**src/rtl/loader_pkg.sv**
```systemverilog
// Shared types and constants for the UART program loader and its 8N1 receiver.
package loader_pkg;

    typedef enum logic [2:0] {
        IDLE,
        COUNT,
        DATA,
        CSUM,
        FIN
    } load_state_t;

    typedef enum logic [1:0] {
        R_IDLE,
        R_START,
        R_DATA,
        R_STOP
    } rx_state_t;

    localparam logic [7:0] SYNC_BYTE = 8'hA5;

    // Clock cycles per UART bit, rounded to nearest.
    function automatic int calc_div(input int clk_hz, input int baud);
        return (clk_hz + baud / 2) / baud;
    endfunction

endpackage

```
**src/rtl/uart_rx_8n1.sv**
```systemverilog
// UART 8N1 receiver: 2-FF synchronizer, mid-bit sampling timer and LSB-first shift register.
module uart_rx_8n1
    import loader_pkg::*;
#(
    parameter int DIV = 10
) (
    input  logic       clk_i,
    input  logic       nclr_i,
    input  logic       rxd_i,
    output logic       rx_valid,
    output logic [7:0] rx_data,
    output logic       rx_ferr
);

    localparam int CNT_W = (DIV > 2) ? $clog2(DIV) : 2;
    localparam logic [CNT_W-1:0] HALF_LAST = CNT_W'(DIV / 2 - 1);
    localparam logic [CNT_W-1:0] BIT_LAST  = CNT_W'(DIV - 1);

    logic [1:0]       sync_q;
    logic             prev_q;
    rx_state_t        state_q, state_d;
    logic [CNT_W-1:0] cnt_q, cnt_d;
    logic [2:0]       bit_q, bit_d;
    logic [7:0]       shift_q, shift_d;
    logic             valid_q, valid_d;
    logic             ferr_q, ferr_d;
    logic             rxs;

    assign rxs = sync_q[1];

    always_ff @(posedge clk_i) begin
        if (!nclr_i) begin
            sync_q  <= 2'b11;
            prev_q  <= 1'b1;
            state_q <= R_IDLE;
            cnt_q   <= '0;
            bit_q   <= '0;
            shift_q <= '0;
            valid_q <= 1'b0;
            ferr_q  <= 1'b0;
        end else begin
            sync_q  <= {sync_q[0], rxd_i};
            prev_q  <= rxs;
            state_q <= state_d;
            cnt_q   <= cnt_d;
            bit_q   <= bit_d;
            shift_q <= shift_d;
            valid_q <= valid_d;
            ferr_q  <= ferr_d;
        end
    end

    always_comb begin
        state_d = state_q;
        cnt_d   = cnt_q + 1'b1;
        bit_d   = bit_q;
        shift_d = shift_q;
        valid_d = 1'b0;
        ferr_d  = 1'b0;
        case (state_q)
            R_IDLE: begin
                cnt_d = '0;
                // Edge, not level: a line held low after a framing error must not retrigger.
                if (prev_q && !rxs) begin
                    state_d = R_START;
                end
            end
            R_START: begin
                if (cnt_q == HALF_LAST) begin
                    cnt_d   = '0;
                    bit_d   = '0;
                    state_d = rxs ? R_IDLE : R_DATA;
                end
            end
            R_DATA: begin
                if (cnt_q == BIT_LAST) begin
                    cnt_d   = '0;
                    shift_d = {rxs, shift_q[7:1]};
                    bit_d   = bit_q + 1'b1;
                    if (bit_q == 3'd7) begin
                        state_d = R_STOP;
                    end
                end
            end
            R_STOP: begin
                if (cnt_q == BIT_LAST) begin
                    cnt_d   = '0;
                    valid_d = rxs;
                    ferr_d  = !rxs;
                    state_d = R_IDLE;
                end
            end
            default: state_d = R_IDLE;
        endcase
    end

    assign rx_valid = valid_q;
    assign rx_data  = shift_q;
    assign rx_ferr  = ferr_q;

endmodule

```
**src/rtl/uart_program_loader.sv**
```systemverilog
// Loads a framed program image (A5, N, data[, checksum]) from UART into instruction memory.
// Optional checksum byte and CSUM state are built when LOADER_CHECKSUM_EN is defined.
module uart_program_loader
    import loader_pkg::*;
#(
    parameter int CLK_HZ      = 50_000_000,
    parameter int BAUD        = 115200,
    parameter int ADDR_W      = 8,
    parameter int TIMEOUT_CYC = 5_000_000
) (
    input  logic              FPGA_GlobalClock,
    input  logic              NCLR,
    input  logic              UART_RXD,
    output logic              MEM_WE,
    output logic [ADDR_W-1:0] MEM_ADDR,
    output logic [7:0]        MEM_WDATA,
    output logic              LOAD_BUSY,
    output logic              LOAD_DONE,
    output logic              LOAD_ERR
);

    localparam int          DIV       = calc_div(CLK_HZ, BAUD);
    localparam int          TO_W      = $clog2(TIMEOUT_CYC + 1);
    localparam int unsigned MEM_DEPTH = 2 ** ADDR_W;

    logic       rx_valid;
    logic [7:0] rx_data;
    logic       rx_ferr;

    uart_rx_8n1 #(
        .DIV(DIV)
    ) u_rx (
        .clk_i   (FPGA_GlobalClock),
        .nclr_i  (NCLR),
        .rxd_i   (UART_RXD),
        .rx_valid(rx_valid),
        .rx_data (rx_data),
        .rx_ferr (rx_ferr)
    );

    load_state_t       state_q, state_d;
    logic [ADDR_W-1:0] idx_q, idx_d;
    logic [8:0]        left_q, left_d;
    logic [TO_W-1:0]   to_q, to_d;
    logic              we_q, we_d;
    logic [ADDR_W-1:0] addr_q, addr_d;
    logic [7:0]        wdata_q, wdata_d;
    logic              busy_q, busy_d;
    logic              done_q, done_d;
    logic              err_q, err_d;
`ifdef LOADER_CHECKSUM_EN
    logic [7:0]        sum_q, sum_d;
`endif

    logic       fail;
    logic       timeout;
    logic [8:0] n_len;

    assign timeout = (to_q == TO_W'(TIMEOUT_CYC));
    assign n_len   = (rx_data == 8'd0) ? 9'd256 : {1'b0, rx_data};

    always_ff @(posedge FPGA_GlobalClock) begin
        if (!NCLR) begin
            state_q <= IDLE;
            idx_q   <= '0;
            left_q  <= '0;
            to_q    <= '0;
            we_q    <= 1'b0;
            addr_q  <= '0;
            wdata_q <= '0;
            busy_q  <= 1'b0;
            done_q  <= 1'b0;
            err_q   <= 1'b0;
`ifdef LOADER_CHECKSUM_EN
            sum_q   <= '0;
`endif
        end else begin
            state_q <= state_d;
            idx_q   <= idx_d;
            left_q  <= left_d;
            to_q    <= to_d;
            we_q    <= we_d;
            addr_q  <= addr_d;
            wdata_q <= wdata_d;
            busy_q  <= busy_d;
            done_q  <= done_d;
            err_q   <= err_d;
`ifdef LOADER_CHECKSUM_EN
            sum_q   <= sum_d;
`endif
        end
    end

    always_comb begin
        state_d = state_q;
        idx_d   = idx_q;
        left_d  = left_q;
        to_d    = '0;
        we_d    = 1'b0;
        addr_d  = addr_q;
        wdata_d = wdata_q;
        busy_d  = busy_q;
        done_d  = 1'b0;
        err_d   = err_q;
        fail    = 1'b0;
`ifdef LOADER_CHECKSUM_EN
        sum_d   = sum_q;
`endif
        // Inter-byte timer runs only inside a frame; an arriving byte always wins over expiry.
        if (state_q == COUNT || state_q == DATA || state_q == CSUM) begin
            to_d = rx_valid ? '0 : to_q + 1'b1;
            if (!rx_valid && (rx_ferr || timeout)) begin
                fail = 1'b1;
            end
        end
        case (state_q)
            IDLE: begin
                if (rx_valid && rx_data == SYNC_BYTE) begin
                    state_d = COUNT;
                    busy_d  = 1'b1;
                    err_d   = 1'b0;
                    idx_d   = '0;
`ifdef LOADER_CHECKSUM_EN
                    sum_d   = '0;
`endif
                end
            end
            COUNT: begin
                if (rx_valid) begin
                    if (32'(n_len) > MEM_DEPTH) begin
                        fail = 1'b1;
                    end else begin
                        left_d  = n_len;
                        state_d = DATA;
                    end
                end
            end
            DATA: begin
                if (rx_valid) begin
                    we_d    = 1'b1;
                    addr_d  = idx_q;
                    wdata_d = rx_data;
                    idx_d   = idx_q + 1'b1;
                    left_d  = left_q - 1'b1;
`ifdef LOADER_CHECKSUM_EN
                    sum_d   = sum_q + rx_data;
                    if (left_q == 9'd1) state_d = CSUM;
`else
                    if (left_q == 9'd1) state_d = FIN;
`endif
                end
            end
`ifdef LOADER_CHECKSUM_EN
            CSUM: begin
                if (rx_valid) begin
                    if (rx_data == sum_q) state_d = FIN;
                    else                  fail    = 1'b1;
                end
            end
`endif
            FIN: begin
                done_d  = 1'b1;
                busy_d  = 1'b0;
                state_d = IDLE;
            end
            default: state_d = IDLE;
        endcase
        if (fail) begin
            err_d   = 1'b1;
            busy_d  = 1'b0;
            state_d = IDLE;
        end
    end

    assign MEM_WE    = we_q;
    assign MEM_ADDR  = addr_q;
    assign MEM_WDATA = wdata_q;
    assign LOAD_BUSY = busy_q;
    assign LOAD_DONE = done_q;
    assign LOAD_ERR  = err_q;

endmodule

```
**config.mk**
```make
export PLATFORM = sky130hd
export DESIGN_NAME = uart_program_loader
export DESIGN_NICKNAME = d
export VERILOG_FILES = /design/src/rtl/loader_pkg.sv /design/src/rtl/uart_rx_8n1.sv /design/src/rtl/uart_program_loader.sv
export SDC_FILE = /design/constraint.sdc
export NUM_CORES = 1
export LEC_CHECK = 0
export BUFFER_PORTS_ARGS = -buffer_cell sky130_fd_sc_hd__buf_2
export CORE_MARGIN = 2
export CORE_UTILIZATION = 55
export DETAILED_ROUTE_END_ITERATION = 10
export GPL_TIMING_DRIVEN = 0
export PLACE_DENSITY = 0.76
export SLEW_MARGIN = 20
export SYNTH_ARGS = -nofsm -noshare
export SYNTH_HDL_FRONTEND = slang
export SYNTH_SLANG_ARGS = --single-unit
```
**constraint.sdc**
```tcl
create_clock -name FPGA_GlobalClock -period 1.9 [get_ports FPGA_GlobalClock]
set_input_delay 0.38 -clock FPGA_GlobalClock [delete_from_list [all_inputs] [get_ports FPGA_GlobalClock]]
set_output_delay 0.38 -clock FPGA_GlobalClock [all_outputs]
set_load 0.02 [all_outputs]
```
==> flow_summary.ini, run 1 <==
[outcome]
outcome = completed

[route]
drc = 0
routedWlPerCell_um = 15.31
num_vias = 3780
drt_pass1_iterations = 5
drt_wl_total_um = 9659
ant_nets = 0
drtIter0Drc = 286
via_per_inst = 5.990

[final_layout]
syn_to_final_growth_pct = 17.84
antennaDiodeCount = 0
nets = 545
final_cells = 631
drive_above_1_share_pct = 19.55

[synth]
synth_area_mm2 = 0.004159
syn_nets = 505
ys_seq_area_share_pct = 43.32
synth-edff-count = 0
synth_cell_type_count = 55
synth-seq-cells = 90
synth_top_area_share_pct = 43.32
yosys_warnings = 0
ys_async_sr_fraction_pct = 0
ys_top_cells_by_count = 90 x dfxtp_1, 58 x nand2_1, 48 x nor2_1, 41 x a21oi_1, 20 x o21ai_0
synth_area_leaders = dfxtp_1 43%, nand2_1 5.2%, a21oi_1 4.9%, ha_1 4.5%, nor2_1 4.3%
synth_top_cell_by_area = dfxtp_1
synth_most_common_cell = dfxtp_1
syn-instance-count = 487
synth_ff_type = dfxtp_1
avgSynthCellArea_um2 = 8.540

[clock_tree]
cts_hold_buffers = 0
clock-root-buffer = clkbuf_8
clk_latency_ns = 0.36
clkTransAtPathRegs_ns = 0.08
cts_tree = built
clockBufferDepth = 2
htree_levels = 3
cts_made_buffers = 9
cts_num_sinks = 90

[power_and_ir_drop]
seq_power_share_pct = 53.0
swShare_pct = 20.47
p_int_mw = 2.832
comb_power_share_pct = 3.1
clkPwrFrac_pct = 43.9
p_switching_mw = 0.7289
power_density_mw_per_mm2 = 726.6
peakVddDrop_v = 0.0005577
power_mw = 3.561
p_leak_nw = 1.708

[grt]
grtUsageMet3_pct = 5.394
grt_pass1_wl_um = 15360
grt_pass1_vias = 3382
grt_max_degree = 15
busiest_layer = met2
grtUsageMet2_pct = 40.31
grt_use_met1_pct = 26.86
track_usage_pct = 22.50
grt_overflow_total = 0
grt_antenna_before_repair = 0

[worst_setup_path]
arrival_ns = 2.18
crit_fanout = 7
cp-start-kind = register
cpMaxStageDelayCell = or4_1
max_stage_delay_ns = 0.52
critical_path.cell_chain = nand4_1 > or4_1 > buf_4 > or4_4 > a21oi_2
worst_ep_required_time_ns = 2.20
cp-end-kind = register
critical_path_class = register to register

[sta]
min_period_ns = 1.885
final_max_slew_viol_count = 0
period_share_pct = 99.23
setup_viol = 0
hold_violations = 0
skew_ns = 0.01438
relSlewSlack_pct = 62.68
worst_slew_pin_slew_ns = 0.5578
fmax_mhz = 530.4

[flow_run]
drv_cap = 0

[place]
hpwl_um = 6318
dp_cells = 608
io_buffers = 22
gp_congestion = 0.8325

[floorplanning]
core_mm2 = 0.007292
row_count = 31
start_util_pct = 57.04
io_pins = 23
fp.dieW_um = 90.96
dieArea_mm2 = 0.008274
die_y_um = 90.96

[worst_hold_path]
min_path_type = input pin to register
==> sequential cells by signal (all words and copies together) (netlist names), 2 cells and up, named ones only <==
name and cells:
MEM_ADDR 8, MEM_WDATA 8, idx_q 8, left_q 9
state_q 3, to_q 23, u_rx.bit_q 3, u_rx.cnt_q 9
u_rx.rx_data 8, u_rx.sync_q 2
==> stage by stage <==
stage	setup WS [ns]	util [%]	hold WS, ns	TNS (ns)	area, um^2
final	0.01468	67.21	0.2000	0	4901
after global routing	-0.02421	67.21	0.1901	-0.05212	4901
after detailed placement	-0.2328	60.24	0.4049	-3.925	4393
after floorplan	0.004399	-	0.3863	0	4159
after global placement	-0.2028	60.24	0.3937	-2.985	4393
after CTS	0.001895	64.43	0.1913	0	4698
==> critical path, delay by kind of cell, from the launching register on <==
family	cells	cell delay, ns
AO/OA/AOI/OAI	1	0.11
buffers and inverters	1	0.18
flip-flops	1	0.39
AND/OR/NAND/NOR	3	1.14
==> worst paths after layout <==
path,slack [ns],from,cells after the start,to
worst max-delay path,0.01,to_q[1],5,to_q[19]
worst min-delay path,0.20,UART_RXD,2,u_rx.sync_q[0]
worst max register to register,0.01,to_q[1],5,to_q[19]
worst min register to register,0.42,u_rx.sync_q[0],1,u_rx.sync_q[1]
==> cell families after synthesis <==
kind of cell / after synthesis / synth area share, %
AO/OA/AOI/OAI: 92 / 12.88
flip-flops: 90 / 43.32
AND/OR/NAND/NOR: 217 / 27.95
XOR/XNOR: 21 / 4.422
multiplexers: 14 / 3.399
adder cells (fa/ha/maj): 15 / 4.513
buffers and inverters: 38 / 3.520
==> routing by layer <==
metal	vias up	share of wire, %
met5	-	0
met4	0	1.6
met3	13	4.4
met2	111	50
met1	1835	44
li1	1821	-
==> power by group through the flow <==
stage / sequential (mW) / clock (mW) / combinational, mW
floorplan: 1.94 / 0 / 0.0713
global placement: 1.94 / 0 / 0.0906
detailed placement: 1.94 / 0 / 0.0958
CTS: 1.90 / 1.59 / 0.0977
global route: 1.89 / 1.66 / 0.121
finish: 1.89 / 1.56 / 0.111
==> cell usage in the layout, fill, tap and decap left out, types with 4 or more instances in the layout <==
master / instances
dfxtp_1: 73
nand2_1: 57
nor2_1: 48
a21oi_1: 38
buf_2: 23
o21ai_0: 19
inv_1: 16
nand3_1: 13
mux2i_1: 13
ha_1: 13
nor3_1: 12
xnor2_1: 12
buf_4: 12
nand4_1: 11
clkbuf_8: 10
clkbuf_1: 9
xor2_1: 9
or4_1: 9
o31ai_1: 9
dfxtp_2: 9
or3_1: 8
dfxtp_4: 8
and2_1: 7
nand2b_1: 6
clkbuf_2: 5
a211oi_1: 4
or4_4: 4
nor4_1: 4
==> layout make-up <==
cell class | instances | area [um^2]
fill | 603 | 2391
multi-input combinational | 360 | 2351
sequential | 90 | 1843
timing repair buffer | 33 | 192.7
clock buffer | 12 | 145.1
tap | 99 | 123.9
clock inverter | 4 | 98.84
buffer | 16 | 82.58
inverter | 17 | 63.81
==> timing repair <==
action	in CTS	in global routing
cloned	0	1
pin swaps	1	5
setup endpoints to repair	34	67
setup buffers	1	10
resized for setup	22	47
Note: power is estimated with default switching activity, not from simulation.
==> run 2, diff against run 1 <==
CELL_PAD_IN_SITES_DETAIL_PLACEMENT = 2   (was unset)
CELL_PAD_IN_SITES_GLOBAL_PLACEMENT = 2   (was unset)
CORE_UTILIZATION = 40   (was 55)
PLACE_DENSITY = unset   (was 0.76)
PLACE_DENSITY_LB_ADDON = 0.1   (was unset)
REMOVE_ABC_BUFFERS = 1   (was unset)
clock period = 2.2 ns   (was 1.9 ns; I/O delays follow)
==> flow_summary.ini, run 2 (synthesis gave the netlist of run 1 again) <==
[final_layout]
drive_above_1_share_pct = 10.89
regMostFlops = to_q
antennaDiodeCount = 0
nets = 518
reg_top3 = to_q: 23 flops, left_q: 9 flops, u_rx.cnt_q: 9 flops
syn_to_final_growth_pct = 10.26
fill_cells = 1161
final_common_cell = dfxtp_1
final_cell_mix = 89 x dfxtp_1, 58 x nand2_1, 48 x nor2_1
design_area_mm2 = 0.004586
largest_register_ffs = 23

[floorplanning]
io_pins = 23
core_mm2 = 0.01023
fp.dieW_um = 106.0
die_y_um = 106.0
dieArea_mm2 = 0.01123
start_util_pct = 40.65
row_count = 37

[power_and_ir_drop]
peakVddDrop_v = 0.0003185
power_density_mw_per_mm2 = 606.6
power_mw = 2.781
p_leak_nw = 1.552

[clock_tree]
clock-root-buffer = clkbuf_8
htree_levels = 3
cts_num_sinks = 90
post_cts_buffers = 0
cts_tree = built
clkTransAtPathRegs_ns = 0.09
cts_made_buffers = 9
clk_latency_ns = 0.37
clockBufferDepth = 2

[grt]
track_usage_pct = 20.27
grt_pass1_wl_um = 18400
grt_overflow_total = 0
grt_antenna_before_repair = 0
grt_pass1_vias = 3863
grt_max_degree = 38

[route]
drt_wl_total_um = 10820
via_per_inst = 5.579
drt_pass1_iterations = 4
ant_nets = 0
drc = 0
drtIter0Drc = 91
routedWlPerCell_um = 16.88
num_vias = 3576

[worst_setup_path]
cp-end-kind = register
worst_ep_required_time_ns = 2.49
arrival_ns = 2.36
critical_path.cell_chain = nand4_1 > or4_4 > or4_1 > a21oi_1
max_stage_delay_ns = 0.64
critical_path_class = register to register
cpMaxStageDelayCell = or4_4
crit_fanout = 7
cp-start-kind = register

[sta]
rsz0062_at_grt = true
setup_tns_ns = 0
hold_violations = 0
fmax_mhz = 482.2
skew_ns = 0.01086
holdWs_ns = 0.2597
final_max_slew_viol_count = 0
min_period_ns = 2.074
period_share_pct = 94.26
worst_slew_pin_slew_ns = 0.9845
setup_viol = 0
relSlewSlack_pct = 34.22

[place]
gp_congestion = 0.7406
io_buffers = 22
hpwl_um = 7671
placedInstanceArea_mm2 = 0.004383

[outcome]
outcome = completed

[flow_run]
drv_cap = 0

[worst_hold_path]
min_path_type = input pin to register
-- run 2: cell types whose count changed in the layout (fill, tap and decap cells not counted), sizes merged --
cell / before / now
buf: 36 / 23
a311o: 2 / 1
clkinv: 1 / 2
inv: 17 / 18
bufinv: 3 / 0
clkinvlp: 0 / 3
clkbuf: 25 / 10
-- run 2: cell type report --
cell class / count / area [um^2] / area share [%]
Clock inverter: 6 / 41.29 / 0.9004
Multi-Input combinational cell: 359 / 2248 / 49.03
Sequential cell: 90 / 1803 / 39.32
Clock buffer: 10 / 137.6 / 3.001
Timing Repair Buffer: 23 / 121.4 / 2.647
Tap cell: 136 / 170.2 / 3.711
Inverter: 17 / 63.81 / 1.392
-- run 2: repair_timing --
item | 4_1_cts | 5_1_grt
hold buffers | 0 | 0
cloned | 0 | 0
endpoints found under the setup margin | 14 | 18
pin swaps | 0 | 0
resized for setup | 3 | 4
-- run 2: power by group --
group / internal (mW) / switching [mW]
clock: 0.441 / 0.618
combinational: 0.0275 / 0.0547
sequential: 1.63 / 0.00646
-- run 2: path summary, 6_finish.rpt --
| kind | end | startpoint | slack (ns) | cells past startpoint |
|---|---|---|---|---|
| max | to_q[19] | to_q[2] | 0.13 | 4 |
| max reg2reg | to_q[19] | to_q[2] | 0.13 | 4 |
| min reg2reg | u_rx.sync_q[1] | u_rx.sync_q[0] | 0.43 | 1 |
| min | u_rx.sync_q[0] | UART_RXD | 0.26 | 2 |
-- run 2: per-layer routing --
metal	share of wire, %	vias to the layer above	global-route usage [%]	wire, um
met2	52	17	37.47	5642
met5	0	-	0	0
met4	1.7	0	7.613	180
met3	1.3	11	2.636	136
met1	45	1796	23.80	4860
li1	-	1752	-	-
-- run 2: per-stage QoR --
step	util (%)	instances	worst slack, ns
6_report	44.82	641	0.1262
5_1_grt	44.82	641	-0.004537
4_1_cts	44.69	641	0.02558
3_5_place_dp	42.84	625	-0.06350
3_3_place_gp	42.58	624	-1.397
2_1_floorplan	-	466	-0.3303
-- run 2: worst max-delay path, delay by kind of cell, from the launching register on --
family,cells,cell delay (ns)
compound gates,1,0.14
flops,1,0.46
simple gates,3,1.39
